$ cat src/rtl/rob_buffer.sv
// In-order reorder buffer: allocates at issue, takes out-of-order completions from
// the C_WB (fast) and SLREG (slow) ports, retires in program order. Option: ROB_COMMIT_BYPASS_EN.
module rob_buffer #(
    parameter int DEPTH  = 8,
    parameter int IDX_W  = 3,
    parameter int DATA_W = 32
) (
    input  logic              clk,
    input  logic              reset,
    input  logic              flush,
    input  logic              alloc_valid,
    input  logic [DATA_W-1:0] alloc_pc,
    output logic              alloc_ready,
    output logic [IDX_W-1:0]  alloc_index,
    input  logic              wb_valid,
    input  logic [IDX_W-1:0]  wb_index,
    input  logic [4:0]        wb_rd,
    input  logic [DATA_W-1:0] wb_value,
    input  logic              wb_write,
    input  logic              sl_valid,
    input  logic [IDX_W-1:0]  sl_index,
    input  logic [4:0]        sl_rd,
    input  logic [DATA_W-1:0] sl_value,
    input  logic              sl_write,
    input  logic              commit_stall,
    output logic              commit_valid,
    output logic [IDX_W-1:0]  commit_index,
    output logic [DATA_W-1:0] commit_pc,
    output logic [4:0]        commit_rd,
    output logic [DATA_W-1:0] commit_value,
    output logic              commit_write,
    output logic [IDX_W:0]    count,
    output logic              full,
    output logic              empty,
    output logic              collision_err
);
    logic [DEPTH-1:0]             ent_valid, ent_done, ent_write;
    logic [DEPTH-1:0][DATA_W-1:0] ent_pc, ent_value;
    logic [DEPTH-1:0][4:0]        ent_rd;
    logic [IDX_W-1:0]             head, tail;

    logic              collide, wb_hit, sl_hit, do_alloc, head_ready, do_retire;
    logic [4:0]        ret_rd;
    logic [DATA_W-1:0] ret_value;
    logic              ret_write;

    assign full        = (count == (IDX_W+1)'(DEPTH));
    assign empty       = (count == '0);
    assign alloc_ready = !full;
    assign alloc_index = tail;

    // Fast path wins a same-index collision; the slow write is dropped entirely.
    assign collide  = wb_valid && sl_valid && (wb_index == sl_index);
    assign wb_hit   = wb_valid && ent_valid[wb_index];
    assign sl_hit   = sl_valid && ent_valid[sl_index] && !collide;
    assign do_alloc = alloc_valid && !full;

`ifdef ROB_COMMIT_BYPASS_EN
    logic wb_head, sl_head;
    assign wb_head    = wb_hit && (wb_index == head);
    assign sl_head    = sl_hit && (sl_index == head);
    assign head_ready = ent_valid[head] && (ent_done[head] || wb_head || sl_head);

    always_comb begin
        ret_rd    = ent_rd[head];
        ret_value = ent_value[head];
        ret_write = ent_write[head];
        if (wb_head) begin
            ret_rd    = wb_rd;
            ret_value = wb_value;
            ret_write = wb_write;
        end else if (sl_head) begin
            ret_rd    = sl_rd;
            ret_value = sl_value;
            ret_write = sl_write;
        end
    end
`else
    assign head_ready = ent_valid[head] && ent_done[head];
    assign ret_rd     = ent_rd[head];
    assign ret_value  = ent_value[head];
    assign ret_write  = ent_write[head];
`endif

    assign do_retire = head_ready && !commit_stall;

    always_ff @(posedge clk) begin
        if (reset) begin
            ent_valid     <= '0;
            ent_done      <= '0;
            ent_write     <= '0;
            ent_pc        <= '0;
            ent_value     <= '0;
            ent_rd        <= '0;
            head          <= '0;
            tail          <= '0;
            count         <= '0;
            commit_valid  <= 1'b0;
            commit_index  <= '0;
            commit_pc     <= '0;
            commit_rd     <= '0;
            commit_value  <= '0;
            commit_write  <= 1'b0;
            collision_err <= 1'b0;
        end else begin
            collision_err <= collide;
            if (flush) begin
                ent_valid    <= '0;
                ent_done     <= '0;
                head         <= '0;
                tail         <= '0;
                count        <= '0;
                commit_valid <= 1'b0;
            end else begin
                if (sl_hit) begin
                    ent_done[sl_index]  <= 1'b1;
                    ent_rd[sl_index]    <= sl_rd;
                    ent_value[sl_index] <= sl_value;
                    ent_write[sl_index] <= sl_write;
                end
                if (wb_hit) begin
                    ent_done[wb_index]  <= 1'b1;
                    ent_rd[wb_index]    <= wb_rd;
                    ent_value[wb_index] <= wb_value;
                    ent_write[wb_index] <= wb_write;
                end
                // Clearing the head after the completion writes lets a bypassed head
                // completion retire without leaving a stale done bit behind.
                commit_valid <= do_retire;
                if (do_retire) begin
                    commit_index    <= head;
                    commit_pc       <= ent_pc[head];
                    commit_rd       <= ret_rd;
                    commit_value    <= ret_value;
                    commit_write    <= ret_write;
                    ent_valid[head] <= 1'b0;
                    ent_done[head]  <= 1'b0;
                    head            <= head + IDX_W'(1);
                end
                if (do_alloc) begin
                    ent_valid[tail] <= 1'b1;
                    ent_done[tail]  <= 1'b0;
                    ent_pc[tail]    <= alloc_pc;
                    tail            <= tail + IDX_W'(1);
                end
                count <= count + (IDX_W+1)'(do_alloc) - (IDX_W+1)'(do_retire);
            end
        end
    end
endmodule

$ cat config.mk
export PLATFORM = sky130hd
export DESIGN_NAME = rob_buffer
export DESIGN_NICKNAME = d
export VERILOG_FILES = /design/src/rtl/rob_buffer.sv
export SDC_FILE = /design/constraint.sdc
export NUM_CORES = 2
export LEC_CHECK = 0
export BUFFER_PORTS_ARGS = -buffer_cell sky130_fd_sc_hd__clkbuf_2
export CAP_MARGIN = 20
export CORE_MARGIN = 2
export CORE_UTILIZATION = 30
export CTS_CLUSTER_SIZE = 28
export DETAILED_ROUTE_END_ITERATION = 12
export HOLD_SLACK_MARGIN = 0.02
export PLACE_DENSITY = 0.47
export SETUP_SLACK_MARGIN = 0.4
export SLEW_MARGIN = 20
export SYNTH_ARGS = -nofsm -noshare
export SYNTH_HDL_FRONTEND = slang
export SYNTH_SLANG_ARGS = --single-unit
$ cat constraint.sdc
create_clock -name clk -period 3.9 [get_ports clk]
set_clock_uncertainty 0.15 [all_clocks]
set_input_delay 0 -clock clk [delete_from_list [all_inputs] [get_ports clk]]
set_output_delay 0 -clock clk [all_outputs]
set_load 0.02 [all_outputs]
## Word level (Yosys, flattened, before mapping)

Cells that the tools add are included.

| word-level totals | value |
|---|---|
| bits in registers | 661 |
| latch bits | 0 |
| RAM bits | 0 |
| ROM bits | 0 |
| bits of input ports | 121 |
| output and inout port bits | 85 |
| logic and storage cells | 146 |
| memories kept | 0 |

| operators by class | value |
|---|---|
| $add $sub $neg | 4 |
| $mul | 0 |
| div/mod/pow operators | 0 |
| magnitude comparators | 8 |
| equal/unequal tests | 2 |
| shift operators | 0 |
| multiplexer cells | 67 |
| bitwise logic cells | 9 |
| reductions and logical operators | 19 |

Operators by type and width:

| cell | count |
|---|---|
| 256-bit 2-to-1 mux | 4 |
| 256-bit bitwise mux | 3 |
| 32-bit demux with 3-bit select | 3 |
| 32-bit binary-select mux with 3-bit select | 2 |
| 32-bit 2-to-1 mux | 5 |
| 40-bit 2-to-1 mux | 4 |
| 8-bit 2-to-1 mux | 18 |
| 40-bit bitwise mux | 2 |
| 5-bit demux with 3-bit select | 2 |
| 8-bit AND | 3 |
| 8-bit bitwise OR | 3 |
| 8-bit bitwise mux | 2 |
| 3-bit by 4-bit < comparator with 1-bit output (second input constant) | 4 |
| 8-bit inverter | 2 |
| 1-bit binary-select mux with 3-bit select | 5 |
| 5-bit binary-select mux with 3-bit select | 1 |
| 5-bit 2-to-1 mux | 3 |
| 1-bit demux with 3-bit select | 4 |
| 3-bit by 1-bit >= comparator with 1-bit output (second input constant) | 4 |
| 1-bit logical AND | 12 |
| 1-bit 2-to-1 mux | 9 |
| 3-bit by 1-bit adder with 3-bit output (second input constant) | 2 |
| 4-bit by 1-bit adder with 4-bit output | 1 |
| 4-bit == test (second input constant) | 1 |
| 7 further kinds | 10 |

## Longest topological paths before layout

| depth | value |
|---|---|
| word-level depth | 18 |
| depth in mapped cells | 14 |

## Worst setup path before layout

Ideal clock, no wire load.

| timing path | value |
|---|---|
| kind | register -> register |
| start point | register count[2] |
| end point | register count[2] |
| setup time | 0.128 ns |
| arrival | 2.802 ns |
| data required time | 3.622 ns |
| slack | 0.821 ns |
| stages on the path, launching flop included | 15 |
| path buffers | 1 |
| period minus slack after synthesis | 3.079 ns |
| cells stage by stage | dfxtp_1 > inv_1 > ha_1 > nand2_1 > inv_1 > nor2b_1 > clkbuf_1 > inv_1 > ha_1 > inv_1 > ha_1 > inv_1 > fa_1 > xor2_1 > nor2_1 |

| between the ends | value |
|---|---|
| word-level cells in the longest chain between the ends | 5 |

Ends and longest elaborated chain:

| element | line | text |
|---|---|---|
| start: declaration | 32 | `output logic [IDX_W:0] count,` |
| start signal: assignment | 146 | `count <= count + (IDX_W+1)'(do_alloc) - (IDX_W+1)'(do_retire);` |
| 4-bit == test | 47 | `assign full = (count == (IDX_W+1)'(DEPTH));` |
| 1-bit logical NOT | n/a |  |
| via alloc_ready | 13 | `output logic alloc_ready,` |
| 1-bit logical AND | 56 | `assign do_alloc = alloc_valid && !full;` |
| 4-bit by 1-bit adder with 4-bit output | 146 |  |
| 4-bit by 1-bit subtractor with 4-bit output | 146 |  |

The timed path passes the listed nets, and every way through them passes these cells.
A chain may end at the register's enable or synchronous reset.

## Worst setup path after layout

| timing path | value |
|---|---|
| start point | input sl_index[0] |
| end point | register ent_value[21] (netlist bit) |

| between the ends | value |
|---|---|
| word-level cells in the longest chain between the ends | 10 |

Ends and longest elaborated chain:

| element | line | text |
|---|---|---|
| start: declaration | 21 | `input logic [IDX_W-1:0] sl_index,` |
| 3-bit by 4-bit < comparator with 1-bit output (implied by the code) / 3-bit by 1-bit >= comparator with 1-bit output (equally long branches) | 118 | `ent_value[sl_index] <= sl_value;` |
| 1-bit logical AND (implied by the code) | 118 |  |
| 32-bit 2-to-1 mux (implied by the code) | 118 |  |
| 32-bit demux with 3-bit select | 118 |  |
| 256-bit bitwise mux | 118 |  |
| 256-bit 2-to-1 mux (*) | 115 | `if (sl_hit) begin` |
| 256-bit 2-to-1 mux (*) | 107 | `if (flush) begin` |
| 256-bit 2-to-1 mux (*) | 88 | `if (reset) begin` |
| 256-bit bitwise mux | 124 | `ent_value[wb_index] <= wb_value;` |
| 256-bit 2-to-1 mux (*) | 121 | `if (wb_hit) begin` |
| end signal: indexed assignment | 118 |  |
| end signal: indexed assignment | 124 |  |
| end: declaration | 38 | `logic [DEPTH-1:0][DATA_W-1:0] ent_pc, ent_value;` |

Every way passes the cells marked *; elsewhere a longest branch is shown, timed or not. The select of a mux whose other input is x is not followed.

==> results.py <==
metrics = {
    "clock_network": {
        "cts.clk_slew.worst_paths_ns": 0.06,
        "clk_latency_ns": 0.66,
        "tritoncts": "done",
        "cts.sink_count": 661,
        "cts_inserted_buffers": 80,
        "clockBufferDepth": 3,
        "htree_num_levels": 3,
        "cts_root_buf": "clkbuf_16",
    },
    "pwr": {
        "peakVddDrop_v": 0.000350,
        "power_frac_clock": 0.489,
        "pwr-share-seq": 0.446,
        "p_sw_uw": 3890,
        "powerDensity_nw_per_um2": 387,
        "p_leak_uw": 0.0131,
        "internal-power_uw": 11400,
        "p_total_uw": 15300,
        "swShare": 0.255,
        "p_comb_frac": 0.064,
    },
    "sta": {
        "timing.fmax_mhz": 306,
        "drv_slew": 0,
        "rsz0062_at_grt": "false",
        "final_hold_viol_count": 0,
        "worst_pin_slew_ns": 1.09,
        "fin_crit_ns": 3.27,
        "finalCritPeriodShare": 0.837,
        "fin_tns_setup_ns": 0,
        "max_slew_margin": 0.272,
        "setup_viol": 0,
    },
    "finish": {
        "drive_gt1_frac": 0.163,
        "final_net_count": 3983,
        "syn2layout_area_growth_pct": 19.9,
        "fin_area_um2": 39400,
        "final_core_util": 0.362,
        "layout_common_cells": "nand2_1, dfxtp_1, a21oi_1, nor2_1, clkbuf_2",
        "final_common_cell": "nand2_1",
        "fin_cells": 5328,
    },
    "synth": {
        "ys_seq_area_frac": 0.403,
        "ys.flop_type": "dfxtp_1",
        "ys_warn_count": 0,
        "synthesis.instances": 3697,
        "synth.distinct_cells": 68,
        "synth_fp_nets": 3827,
        "avgSynthCellArea_um2": 8.89,
        "ys_async_sr_fraction": 0,
        "synth_area_um2": 32900,
        "synth_edf_count": 0,
        "synth-seq-cells": 661,
    },
    "run_status": {
        "status": "finished, final reports clean",
    },
    "place": {
        "place.gp.congestion": 0.799,
        "portBuffers": 205,
        "dp.cells": 5003,
        "dp_hpwl_mm": 76.5,
        "dpl_cell_area_um2": 35000,
    },
    "worst_setup_path": {
        "critPathLaunchType": "primary input",
        "crit_path_end_kind": "flop",
        "cp_max_fo": 27,
        "path_class": "primary input to flop",
        "cp.arrival_ns": 3.72,
        "required_ns": 4.35,
    },
    "min_path": {
        "hold_class": "primary input to flop",
    },
    "floorplan": {
        "io_pins": 206,
        "die_w_um": 335,
        "die_h_um": 335,
        "dieArea_um2": 112000,
        "initial_core_util": 0.302,
        "fp.coreArea_um2": 109000,
        "num_rows": 121,
    },
    "drt": {
        "wl_per_cell_um": 25.4,
        "vias": 30700,
        "postRouteAntennaNets": 0,
        "via_per_inst": 5.77,
        "dr.pass1.iters": 8,
        "drc_errors": 0,
        "dr.first_iter.drc_count": 3092,
        "wl_mm": 135,
    },
    "global_route": {
        "grt_pass1_vias": 29900,
        "gr-total-overflow": 0,
        "grt.total_usage": 0.235,
        "grt_max_degree": 188,
        "grt_first_pass_wirelength_mm": 201,
        "grt_antenna_before_repair": 11,
    },
    "job": {
        "maxCapViolCount": 0,
    },
}
worst paths after layout:
kind                            slack [ns]            end         start  depth (start not counted)
worst min register to register        0.30    ent_pc[153]   ent_pc[153]                          2
worst max-delay path                  0.63  ent_value[21]   sl_index[0]                         10
worst max register to register        0.70     ent_rd[18]  ent_valid[3]                          7
worst min-delay path                  0.09    ent_pc[208]  alloc_pc[16]                          4
critical path: stages:
cell           delay [ns]
dlygate4sd3_1        0.53
buf_4                0.40
xor2_1               0.13
or4_4                0.59
o21a_1               0.26
a31oi_4              0.64
buf_12               0.30
o211ai_1             0.14
o221ai_1             0.10
dlygate4sd3_1        0.56
cell families after synthesis:
kind of cell | share of synthesized area
and+or+nand+nor | 0.154
AOI/OAI and AO/OA | 0.259
DFF | 0.403
xor gates and xnor gates | 0.00213
adders and majority gates | 0.00365
buffers and inverters | 0.0571
muxes | 0.121
routing by layer:
| metal | wire (um) | vias up | global-route usage |
|---|---|---|---|
| met2 | 63700 | 1290 | 0.387 |
| met1 | 59000 | 15200 | 0.315 |
| met4 | 3280 | 22 | 0.0623 |
| met5 | 143 | - | 0 |
| met3 | 9340 | 220 | 0.0420 |
| li1 | - | 14000 | - |
synthesized netlist by cell type (52+ instances only):
library cell / count / area (um^2)
buf_2: 55 / 275
nor2_1: 231 / 867
o31ai_1: 80 / 601
a222oi_1: 55 / 551
nand2_1: 662 / 2480
o21ai_0: 52 / 260
clkbuf_1: 283 / 1060
a211oi_1: 60 / 450
mux4_2: 140 / 3150
a22oi_1: 191 / 1430
dfxtp_1: 661 / 13200
mux2i_1: 80 / 801
a21oi_1: 397 / 1990
a221o_1: 76 / 761
and2_1: 80 / 500
power by group through the flow:
| stage | registers [uW] | logic, uW | clock network [uW] |
|---|---|---|---|
| 3_5_place_dp | 6950 | 848 | 0 |
| 3_3_place_gp | 6950 | 852 | 0 |
| 5_1_grt | 6800 | 1040 | 7900 |
| 4_1_cts | 6800 | 970 | 7650 |
| 6_report | 6800 | 984 | 7460 |
| 2_1_floorplan | 6950 | 482 | 0 |
cell type report:
type | instances | area (um^2)
Fill cell | 11000 | 69300
Multi-Input combinational cell | 2618 | 18000
Sequential cell | 661 | 13200
Timing Repair Buffer | 480 | 3780
Clock buffer | 115 | 2280
Tap cell | 1414 | 1770
Clock inverter | 26 | 268
Inverter | 12 | 47.5
Antenna cell | 2 | 5.00
stage by stage:
| stage | worst slack (ns) | hold WS [ns] |
|---|---|---|
| after floorplan | 0.821 | -0.0110 |
| after global placement | 0.461 | 0.195 |
| after detailed placement | 0.453 | 0.198 |
| after CTS | 0.437 | 0.0495 |
| after global routing | 0.525 | 0.0930 |
| final | 0.634 | 0.0902 |
flip-flops by register name, summed over array words and instances (netlist names), 3 cells and up:
register and count:
alloc_index 3, ent_write 8, ent_valid 8, ent_done 8, ent_rd 40, commit_pc 32
commit_value 32, commit_rd 5, ent_pc 256, commit_index 3, head 3, count 4
ent_value 256
repair_timing:
item,in CTS,in global routing
hold buffers,181,0
endpoints found under the hold margin,634,0
setup buffers,0,1
setup endpoints to repair,0,43
gates resized for setup,0,2
Note: power is estimated with default switching activity, not from simulation.
